--- src/rtl/sub_pkg.sv ---
// Shared types and constants for the button-driven BCD down-counter.
// Holds the debounce state encoding and the active-low 7-segment decode.
package sub_pkg;

  typedef enum logic [1:0] {
    IDLE,
    PRESS_WAIT,
    PRESSED,
    RELEASE_WAIT
  } deb_state_t;

  localparam logic [3:0] BCD_MAX   = 4'd9;
  localparam logic [6:0] SEG_BLANK = 7'b1111111;

  // Active-low patterns, bit 6 = g .. bit 0 = a; entry 0 sits in the low slice
  localparam logic [9:0][6:0] SEG_TABLE = {
    7'b0010000,  // 9
    7'b0000000,  // 8
    7'b1111000,  // 7
    7'b0000010,  // 6
    7'b0010010,  // 5
    7'b0011001,  // 4
    7'b0110000,  // 3
    7'b0100100,  // 2
    7'b1111001,  // 1
    7'b1000000   // 0
  };

  function automatic logic [6:0] seg_decode(input logic [3:0] digit);
    logic [6:0] seg;
    seg = SEG_BLANK;
    if (digit <= BCD_MAX) seg = SEG_TABLE[digit];
    return seg;
  endfunction

endpackage

--- src/rtl/sub_debounce.sv ---
// Two-flop synchroniser plus press/release debounce FSM for a raw push-button.
// Emits a registered one-cycle dec_pulse for each accepted press.
module sub_debounce
  import sub_pkg::*;
#(
  parameter int DEB_CYCLES = 4
) (
  input  logic clk,
  input  logic reset,
  input  logic button,
  output logic dec_pulse
);

  localparam logic [15:0] DC_LAST = 16'(DEB_CYCLES - 1);

  logic       r_s1;
  logic       r_s2;
  deb_state_t r_state;
  logic [15:0] r_dc;
  logic       r_pulse;

  always_ff @(posedge clk) begin
    if (reset) begin
      r_s1 <= 1'b0;
      r_s2 <= 1'b0;
    end else begin
      r_s1 <= button;
      r_s2 <= r_s1;
    end
  end

  // Only the second synchroniser stage feeds the FSM
  always_ff @(posedge clk) begin
    if (reset) begin
      r_state <= IDLE;
      r_dc    <= '0;
      r_pulse <= 1'b0;
    end else begin
      r_pulse <= 1'b0;
      case (r_state)
        IDLE: begin
          if (r_s2) begin
            r_state <= PRESS_WAIT;
            r_dc    <= '0;
          end
        end
        PRESS_WAIT: begin
          if (!r_s2) begin
            r_state <= IDLE;
          end else if (r_dc == DC_LAST) begin
            r_state <= PRESSED;
            r_pulse <= 1'b1;
          end else begin
            r_dc <= r_dc + 16'd1;
          end
        end
        PRESSED: begin
          if (!r_s2) begin
            r_state <= RELEASE_WAIT;
            r_dc    <= '0;
          end
        end
        RELEASE_WAIT: begin
          if (r_s2) begin
            r_state <= PRESSED;
          end else if (r_dc == DC_LAST) begin
            r_state <= IDLE;
          end else begin
            r_dc <= r_dc + 16'd1;
          end
        end
        default: r_state <= IDLE;
      endcase
    end
  end

  assign dec_pulse = r_pulse;

endmodule

--- src/rtl/sub_ctrl.sv ---
// Two-digit BCD down-counter driven by debounced presses, with borrow on 00->99
// and a time-multiplexed, registered 7-segment display drive.
module sub_ctrl
  import sub_pkg::*;
#(
  parameter int DEB_CYCLES  = 4,
  parameter int SCAN_CYCLES = 8,
  parameter int START_HI    = 9,
  parameter int START_LO    = 9
) (
  input  logic       clk,
  input  logic       reset,
  input  logic       button,
  output logic [6:0] leds,
  output logic [1:0] an,
  output logic [7:0] count,
  output logic       dec_pulse,
  output logic       borrow
);

  localparam int          SCAN_W    = (SCAN_CYCLES > 1) ? $clog2(SCAN_CYCLES) : 1;
  localparam logic [SCAN_W-1:0] SCAN_LAST = SCAN_W'(SCAN_CYCLES - 1);

  logic              w_dec;
  logic [3:0]        r_tens;
  logic [3:0]        r_ones;
  logic              r_borrow;
  logic              r_sel;
  logic [SCAN_W-1:0] r_scan;
  logic [1:0]        r_an;
  logic [6:0]        r_leds;

  sub_debounce #(
    .DEB_CYCLES(DEB_CYCLES)
  ) u_debounce (
    .clk      (clk),
    .reset    (reset),
    .button   (button),
    .dec_pulse(w_dec)
  );

  // BCD decrement with borrow/wrap; borrow strobes with the 99 reload
  always_ff @(posedge clk) begin
    if (reset) begin
      r_tens   <= 4'(START_HI);
      r_ones   <= 4'(START_LO);
      r_borrow <= 1'b0;
    end else begin
      r_borrow <= 1'b0;
      if (w_dec) begin
        if (r_ones != 4'd0) begin
          r_ones <= r_ones - 4'd1;
        end else if (r_tens != 4'd0) begin
          r_ones <= BCD_MAX;
          r_tens <= r_tens - 4'd1;
        end else begin
          r_ones   <= BCD_MAX;
          r_tens   <= BCD_MAX;
          r_borrow <= 1'b1;
        end
      end
    end
  end

  always_ff @(posedge clk) begin
    if (reset) begin
      r_scan <= '0;
      r_sel  <= 1'b0;
      r_an   <= 2'b00;
      r_leds <= SEG_BLANK;
    end else begin
      if (r_scan == SCAN_LAST) begin
        r_scan <= '0;
        r_sel  <= ~r_sel;
      end else begin
        r_scan <= r_scan + 1'b1;
      end
      r_an   <= r_sel ? 2'b10 : 2'b01;
      r_leds <= seg_decode(r_sel ? r_tens : r_ones);
    end
  end

  assign count     = {r_tens, r_ones};
  assign borrow    = r_borrow;
  assign dec_pulse = w_dec;
  assign an        = r_an;
  assign leds      = r_leds;

endmodule

--- config.mk ---
export PLATFORM = sky130hd
export DESIGN_NAME = sub_ctrl
export DESIGN_NICKNAME = d
export VERILOG_FILES = /design/src/rtl/sub_pkg.sv /design/src/rtl/sub_debounce.sv /design/src/rtl/sub_ctrl.sv
export SDC_FILE = /design/constraint.sdc
export NUM_CORES = 1
export LEC_CHECK = 0
export ABC_AREA = 1
export CAP_MARGIN = 20
export CORE_MARGIN = 2
export CORE_UTILIZATION = 52
export DETAILED_ROUTE_END_ITERATION = 7
export MAX_ROUTING_LAYER = met4
export PLACE_DENSITY = 0.74
export RECOVER_POWER = 50
export SKIP_LAST_GASP = 1
export SLEW_MARGIN = 10
export SYNTH_ARGS = -nofsm -noshare
export SYNTH_HDL_FRONTEND = slang
export SYNTH_SLANG_ARGS = --single-unit
export TNS_END_PERCENT = 50
--- constraint.sdc ---
create_clock -name clk -period 3.4 [get_ports clk]
set_input_delay 0.68 -clock clk [delete_from_list [all_inputs] [get_ports clk]]
set_output_delay 0.68 -clock clk [all_outputs]
set_load 0.005 [all_outputs]
==> summary.txt, run 1 <==
Outcome = complete, no violations
Fraction of synthesized cell area taken by the top area cell type = 0.404
Data arrival time of the worst path = 2.23 ns
Synth-to-Final Area Change = 13.5%
Horizontal die dimension = 68.0 um
Setup TNS after final layout = 0 ns
Clock Sinks = 43
Post-Synthesis Mean Instance Area = 7.18 um2
Element type at the critical path start = input port
Detailed Route Iter0 Violations = 134
Number of setup violations in the final report = 0
Commonest cells in the synthesized netlist = sky130_fd_sc_hd__nand2_1 (84), sky130_fd_sc_hd__dfxtp_1 (43), sky130_fd_sc_hd__inv_1 (34), sky130_fd_sc_hd__nor2_1 (30), sky130_fd_sc_hd__nand3_1 (17)
Type of the setup path with the least slack = input port to register
Final number of hold-violating endpoints = 0
Reg-to-reg endpoint = u_debounce.r_dc[15]$_SDFFE_PP0P_
Core region area = 0.00397 mm2
Placement row count = 23
Number of antenna cells inserted = 0
Net count of the finished layout = 329
Count leader, synth = sky130_fd_sc_hd__nand2_1
Fin Clk Skew = 0.00592 ns
GRT Total Usage = 0.204
Pwr dens = 366 mW/mm2
Core occupancy in the finished layout = 0.609
Share of flip-flops with an asynchronous set or reset = 0
Initial antenna violation count = 0
Buffers from clock root to sink, at most = 2
Fill count = 361
Vertical die dimension = 68.0 um
Area of the multi-input gates = 0.00105 mm2
Clock tree root driver cell = sky130_fd_sc_hd__clkbuf_8
Required @ worst endpoint = 3.59 ns
Average wire per cell in the routed design = 10.7 um
Max transition margin = 0.519
Leading area contributor after synthesis = sky130_fd_sc_hd__dfxtp_1
Yosys Warn Count = 0
Footprint of the flip-flops and latches = 861 um2
Post-detailed-route via-to-cell ratio = 4.95
Endpoint type of the worst setup path = register
CTS tree = done
Initial standard-cell utilization of the core = 0.537
Post-Synthesis Cell Area = 0.00213 mm2
Maximum clock rate = 490 MHz
Via count of the first global-routing pass = 1616
Area of the die = 0.00463 mm2
Number of stages on the worst hold path = 2
Share of final-layout standard cells stronger than drive strength 1 = 0.116
Residual DRC count = 0
Resized Gates After CTS = 0
Launch instance of the worst min-delay path = u_debounce.r_s1$_SDFF_PP0_
Worst slack on hold paths = 0.415 ns
Library cells used by synthesis = 31
DRT antenna net count = 0
Max-capacitance violation count = 0
Setup crit start = reset
Final critical delay including setup and external delays = 2.04 ns
Wire length of the first global-routing pass = 6.92 mm
Detailed Place HPWL = 2.84 mm
Largest net degree at the start of global routing = 19
Number of buffers created by CTS = 5
Hold Path Class = register to register
Transition at the pin with the smallest max-transition slack = 0.719 ns
Seq cells post-synth = 43
Setup repair after global routing missed its margin = no
CTS hold repair buffers = 0
Total wire length after detailed routing = 3.98 mm
End of the worst hold path = u_debounce.r_s2$_SDFF_PP0_
Maximum level of the CTS H-tree = 2
Number of buffers inserted by post-CTS setup repair = 0
CP Max Fanout = 18
Overflow left after global routing = 0
Routability-driven placement congestion ratio = 0.915
Synthesized instance count = 297
Number of ports placed on the die boundary = 22
Mapped Nets = 307
Leakage component of the power = 0.993 nW
Number of enable flip-flop cells after synthesis = 0
1st-pass router iterations = 5
VDD IR max = 0.202 mV
Clock-pin transition on the worst setup and hold timing paths = 0.08 ns
Post-synthesis sequential area ratio = 0.404
Worst-case reg-to-reg path depth = 8
FF-to-FF Start = u_debounce.r_dc[0]$_SDFFE_PP0P_
Clock latency on the worst-skew pair = 0.30 ns
Leading post-synthesis cells by cell area = sky130_fd_sc_hd__dfxtp_1 (40%), sky130_fd_sc_hd__nand2_1 (15%), sky130_fd_sc_hd__inv_1 (6.0%), sky130_fd_sc_hd__nor2_1 (5.3%), sky130_fd_sc_hd__ha_1 (4.1%)
Setup slack on the worst flop-to-flop path = 1.50 ns
Final slew viol count = 0
Most used flip-flop cell after synthesis = sky130_fd_sc_hd__dfxtp_1
Final period utilization = 0.600
Overall via count from detail_route = 1831
Port Buf Inserts = 21
==> through the flow <==
stage	cells	total power, mW	area (um2)	worst slack (ns)
3_5_place_dp	362	0.586	2360	1.07
4_1_cts	370	0.902	2440	1.39
2_1_floorplan	297	0.564	2130	1.78
3_3_place_gp	362	0.583	2360	1.11
5_1_grt	370	0.922	2420	1.23
6_report	370	0.886	2420	1.36
==> logic make-up after synthesis <==
family	count (synthesis)	synth area share
AO/OA/AOI/OAI	45	0.129
AND/OR/NAND/NOR	155	0.327
adder cells (fa/ha/maj)	7	0.0411
buffers and inverters	45	0.0910
flip-flops	43	0.404
XOR/XNOR	2	0.00822
==> critical path: stages <==
cell                            delay, ns
sky130_fd_sc_hd__dlygate4sd3_1       1.00
sky130_fd_sc_hd__inv_2               0.31
sky130_fd_sc_hd__o21ai_0             0.19
sky130_fd_sc_hd__a21oi_2             0.05
==> power breakdown <==
| part | internal (mW) | switching [mW] |
|---|---|---|
| logic | 0.0211 | 0.0261 |
| clock network | 0.144 | 0.174 |
| registers | 0.516 | 0.00532 |
| total | 0.680 | 0.205 |
==> how the worst max path moves through the flow <==
stage,end,cells past startpoint
after floorplan,leds[6]$_SDFF_PP1_,7
after global placement,r_tens[3]$_SDFFE_PP1P_,4
after detailed placement,u_debounce.r_dc[9]$_SDFFE_PP0P_,4
after CTS,u_debounce.r_dc[9]$_SDFFE_PP0P_,4
after global routing,u_debounce.r_dc[9]$_SDFFE_PP0P_,4
final,u_debounce.r_dc[9]$_SDFFE_PP0P_,4
==> layout make-up <==
cell class              count  share of cell area
clock buffers               6              0.0300
clock inverters             2             0.00517
inverters                  39              0.0605
multi-input cells         209               0.436
flip-flops and latches     43               0.356
well taps                  50              0.0259
repair buffers             21              0.0869
==> layout by cell type (no fill, tap or decap), types with 3 or more instances in the layout <==
| master | synthesis | final |
|---|---|---|
| sky130_fd_sc_hd__nor3_1 | 4 | 4 |
| sky130_fd_sc_hd__a21oi_1 | 11 | 13 |
| sky130_fd_sc_hd__ha_1 | 7 | 7 |
| sky130_fd_sc_hd__nor2_1 | 30 | 31 |
| sky130_fd_sc_hd__inv_1 | 34 | 34 |
| sky130_fd_sc_hd__o21ai_0 | 15 | 15 |
| sky130_fd_sc_hd__nand3_1 | 17 | 17 |
| sky130_fd_sc_hd__nor2_2 | 5 | 5 |
| sky130_fd_sc_hd__a21oi_2 | 9 | 7 |
| sky130_fd_sc_hd__inv_2 | 5 | 5 |
| sky130_fd_sc_hd__nand2_2 | 3 | 3 |
| sky130_fd_sc_hd__clkbuf_8 | 0 | 5 |
| sky130_fd_sc_hd__dlygate4sd3_1 | 0 | 13 |
| sky130_fd_sc_hd__clkdlybuf4s50_1 | 0 | 8 |
| sky130_fd_sc_hd__o21ai_1 | 5 | 5 |
| sky130_fd_sc_hd__dfxtp_1 | 43 | 43 |
| sky130_fd_sc_hd__or2_2 | 4 | 4 |
| sky130_fd_sc_hd__nand2_1 | 84 | 85 |
==> sequential cells by signal, summed over array words and instances (netlist names), named ones only <==
register              cells
u_debounce.r_dc          16
leds                      7
r_ones                    4
r_tens                    4
r_scan                    3
an                        2
borrow                    1
r_sel                     1
u_debounce.dec_pulse      1
u_debounce.r_s1           1
u_debounce.r_s2           1
u_debounce.r_state        1
==> routing by layer <==
layer / vias to the layer above / GRT usage / wire length (um) / share of wire
met3: 10 / 0.0592 / 166 / 0.042
met1: 805 / 0.250 / 1940 / 0.49
li1: 976 / - / - / -
met5: - / - / 0 / 0
met4: 0 / 0.0950 / 95 / 0.024
met2: 40 / 0.308 / 1770 / 0.45
No activity file was read; power rests on OpenSTA's default activity.
==> inputs of run 2 (changes only) <==
==> constraint.sdc (replaced) <==
create_clock -name clk -period 2 [get_ports clk]
set_input_delay 0.4 -clock clk [delete_from_list [all_inputs] [get_ports clk]]
set_output_delay 0.4 -clock clk [all_outputs]
set_load 0.005 [all_outputs]
==> summary.txt, run 2 (synthesis results as in run 1) <==
Outcome = complete, no violations
Detailed Route Iter0 Violations = 139 (+3.7%)
Synth-to-Final Area Change = 14.8%
1st-pass router iterations = 4 (-1)
Initial antenna violation count = 0 (unchanged)
Hold Path Class = register to register
GRT Total Usage = 0.202 (-0.00213)
Area of the multi-input gates = 0.00108 mm2 (+2.1%)
Element type at the critical path start = register
Largest net degree at the start of global routing = 19 (unchanged)
Crit path setup slack, layout = 0.251 ns (-1.11 ns)
Number of antenna cells inserted = 0 (unchanged)
Data arrival time of the worst path = 1.92 ns (-0.31 ns)
Commonest cells after routing, fill and taps aside = sky130_fd_sc_hd__nand2_1 (84), sky130_fd_sc_hd__dfxtp_1 (43), sky130_fd_sc_hd__inv_1 (35)
Wire length of the first global-routing pass = 6.88 mm (-0.59%)
Clock Sinks = 43 (unchanged)
Share of final-layout standard cells stronger than drive strength 1 = 0.125 (+0.00899)
Placement row count = 23 (unchanged)
Maximum level of the CTS H-tree = 2 (unchanged)
Final critical delay including setup and external delays = 1.75 ns
Maximum clock rate = 572 MHz
Setup repair after global routing missed its margin = no
Clock latency on the worst-skew pair = 0.29 ns (about the same)
Pwr dens = 610 mW/mm2 (+67%)
Vertical die dimension = 68.0 um (unchanged)
Post-detailed-route via-to-cell ratio = 4.82 (-2.6%)
Max-capacitance violation count = 0 (unchanged)
Leakage component of the power = 1.01 nW (+1.4%)
Maximum cell stage delay along the critical path = 0.42 ns (-0.58 ns)
DRT antenna net count = 0 (unchanged)
Max transition margin = 0.626 (+0.107)
Number of buffers created by CTS = 5 (unchanged)
Type of the setup path with the least slack = register to register
VDD IR max = 0.606 mV (+200%)
Reg with most FFs = u_debounce.r_dc
CP Max Fanout = 11 (-7)
Number of buffers inserted by post-CTS setup repair = 0 (unchanged)
Initial standard-cell utilization of the core = 0.537 (unchanged)
Net count of the finished layout = 331 (+0.61%)
Number of ports placed on the die boundary = 22 (unchanged)
Core region area = 0.00397 mm2 (unchanged)
Most used cell, CP = sky130_fd_sc_hd__o21ai_0
Leading cell type in the layout, fill and taps excluded = sky130_fd_sc_hd__nand2_1
Fill count = 386 (+6.9%)
Clock tree root driver cell = sky130_fd_sc_hd__clkbuf_8
Overflow left after global routing = 0 (unchanged)
Final slew viol count = 0 (unchanged)
Endpoint type of the worst setup path = register
Port Buf Inserts = 21 (unchanged)
Via count of the first global-routing pass = 1602 (-0.87%)
Detailed Place HPWL = 2.95 mm (+3.9%)
Average wire per cell in the routed design = 10.7 um (-0.19%)
Area of the die = 0.00463 mm2 (unchanged)
Setup slack after placement = 0.268 ns (-0.803 ns)
CTS tree = done
Final period utilization = 0.874
Resized Gates After CTS = 0 (unchanged)
Setup TNS after final layout = 0 ns (unchanged)
Routability-driven placement congestion ratio = 0.812 (-11%)
Horizontal die dimension = 68.0 um (unchanged)
Cells along the critical path = o21ai_0 > inv_1 > ha_1 > or2_2 > o21ai_0 > o21ai_1
Overall via count from detail_route = 1788 (-2.3%)
Fin Clk Skew = 0.00716 ns (+0.00124 ns)
Buffers from clock root to sink, at most = 2 (unchanged)
Required @ worst endpoint = 2.17 ns (-1.42 ns)
Footprint of the flip-flops and latches = 861 um2 (unchanged)
Transition at the pin with the smallest max-transition slack = 0.560 ns (-0.159 ns)
Clock-pin transition on the worst setup and hold timing paths = 0.08 ns (about the same)
Total wire length after detailed routing = 3.98 mm (about the same)
Slowest cell on crit path = sky130_fd_sc_hd__o21ai_0
Residual DRC count = 0 (unchanged)
Final number of hold-violating endpoints = 0 (unchanged)
CTS hold repair buffers = 0 (unchanged)
Number of setup violations in the final report = 0 (unchanged)
Number of flip-flops under the largest register name = 16 (unchanged)
run 2: worst paths after layout:
path / slack (ns) / end / cells after the start / startpoint
worst min register to register: 0.42 / u_debounce.r_s2$_SDFF_PP0_ / 2 / u_debounce.r_s1$_SDFF_PP0_
worst max register to register: 0.25 / leds[6]$_SDFF_PP1_ / 6 / r_sel$_SDFFE_PP0P_
worst max-delay path: 0.25 / leds[6]$_SDFF_PP1_ / 6 / r_sel$_SDFFE_PP0P_
worst min-delay path: 0.42 / u_debounce.r_s2$_SDFF_PP0_ / 2 / u_debounce.r_s1$_SDFF_PP0_
run 2: report_power, final:
part           total (mW)  internal, mW  switching (mW)  leakage, nW
clock               0.526         0.239           0.287       0.0440
sequential          0.885         0.877         0.00845        0.351
combinational      0.0828        0.0374          0.0454        0.612
run 2: layer usage:
| metal | up-vias | global-route usage | routed length [um] |
|---|---|---|---|
| met4 | 0 | 0.0600 | 41 |
| met2 | 22 | 0.300 | 1720 |
| met5 | - | - | 0 |
| li1 | 976 | - | - |
| met1 | 786 | 0.275 | 2110 |
| met3 | 4 | 0.0444 | 110 |
run 2: final cells by class:
cell class,count,share of cell area
sequential,43,0.352
inverter,39,0.0598
tap,50,0.0256
clock buffer,5,0.0281
timing repair buffer,23,0.0890
clock inverter,2,0.00562
multi-input combinational,209,0.440
run 2: worst max-delay path: cells and delay by family, from the launching register on:
family	cells	cell delay, ns
and+or+nand+nor	1	0.30
DFF	1	0.41
adders and majority gates	1	0.21
AOI/OAI and AO/OA	3	0.57
buffers and inverters	1	0.14
run 2: through the flow:
step                power [mW]  std cells  cell area [um2]  utilization  hold slack, ns
finish                    1.49        371             2450        0.616           0.417
global route              1.56        371             2450        0.616           0.450
CTS                       1.53        371             2450        0.618           0.426
detailed placement       0.996        364             2370        0.597           0.402
global placement         0.995        364             2370        0.597           0.403
floorplan                0.958        297             2130            -           0.388
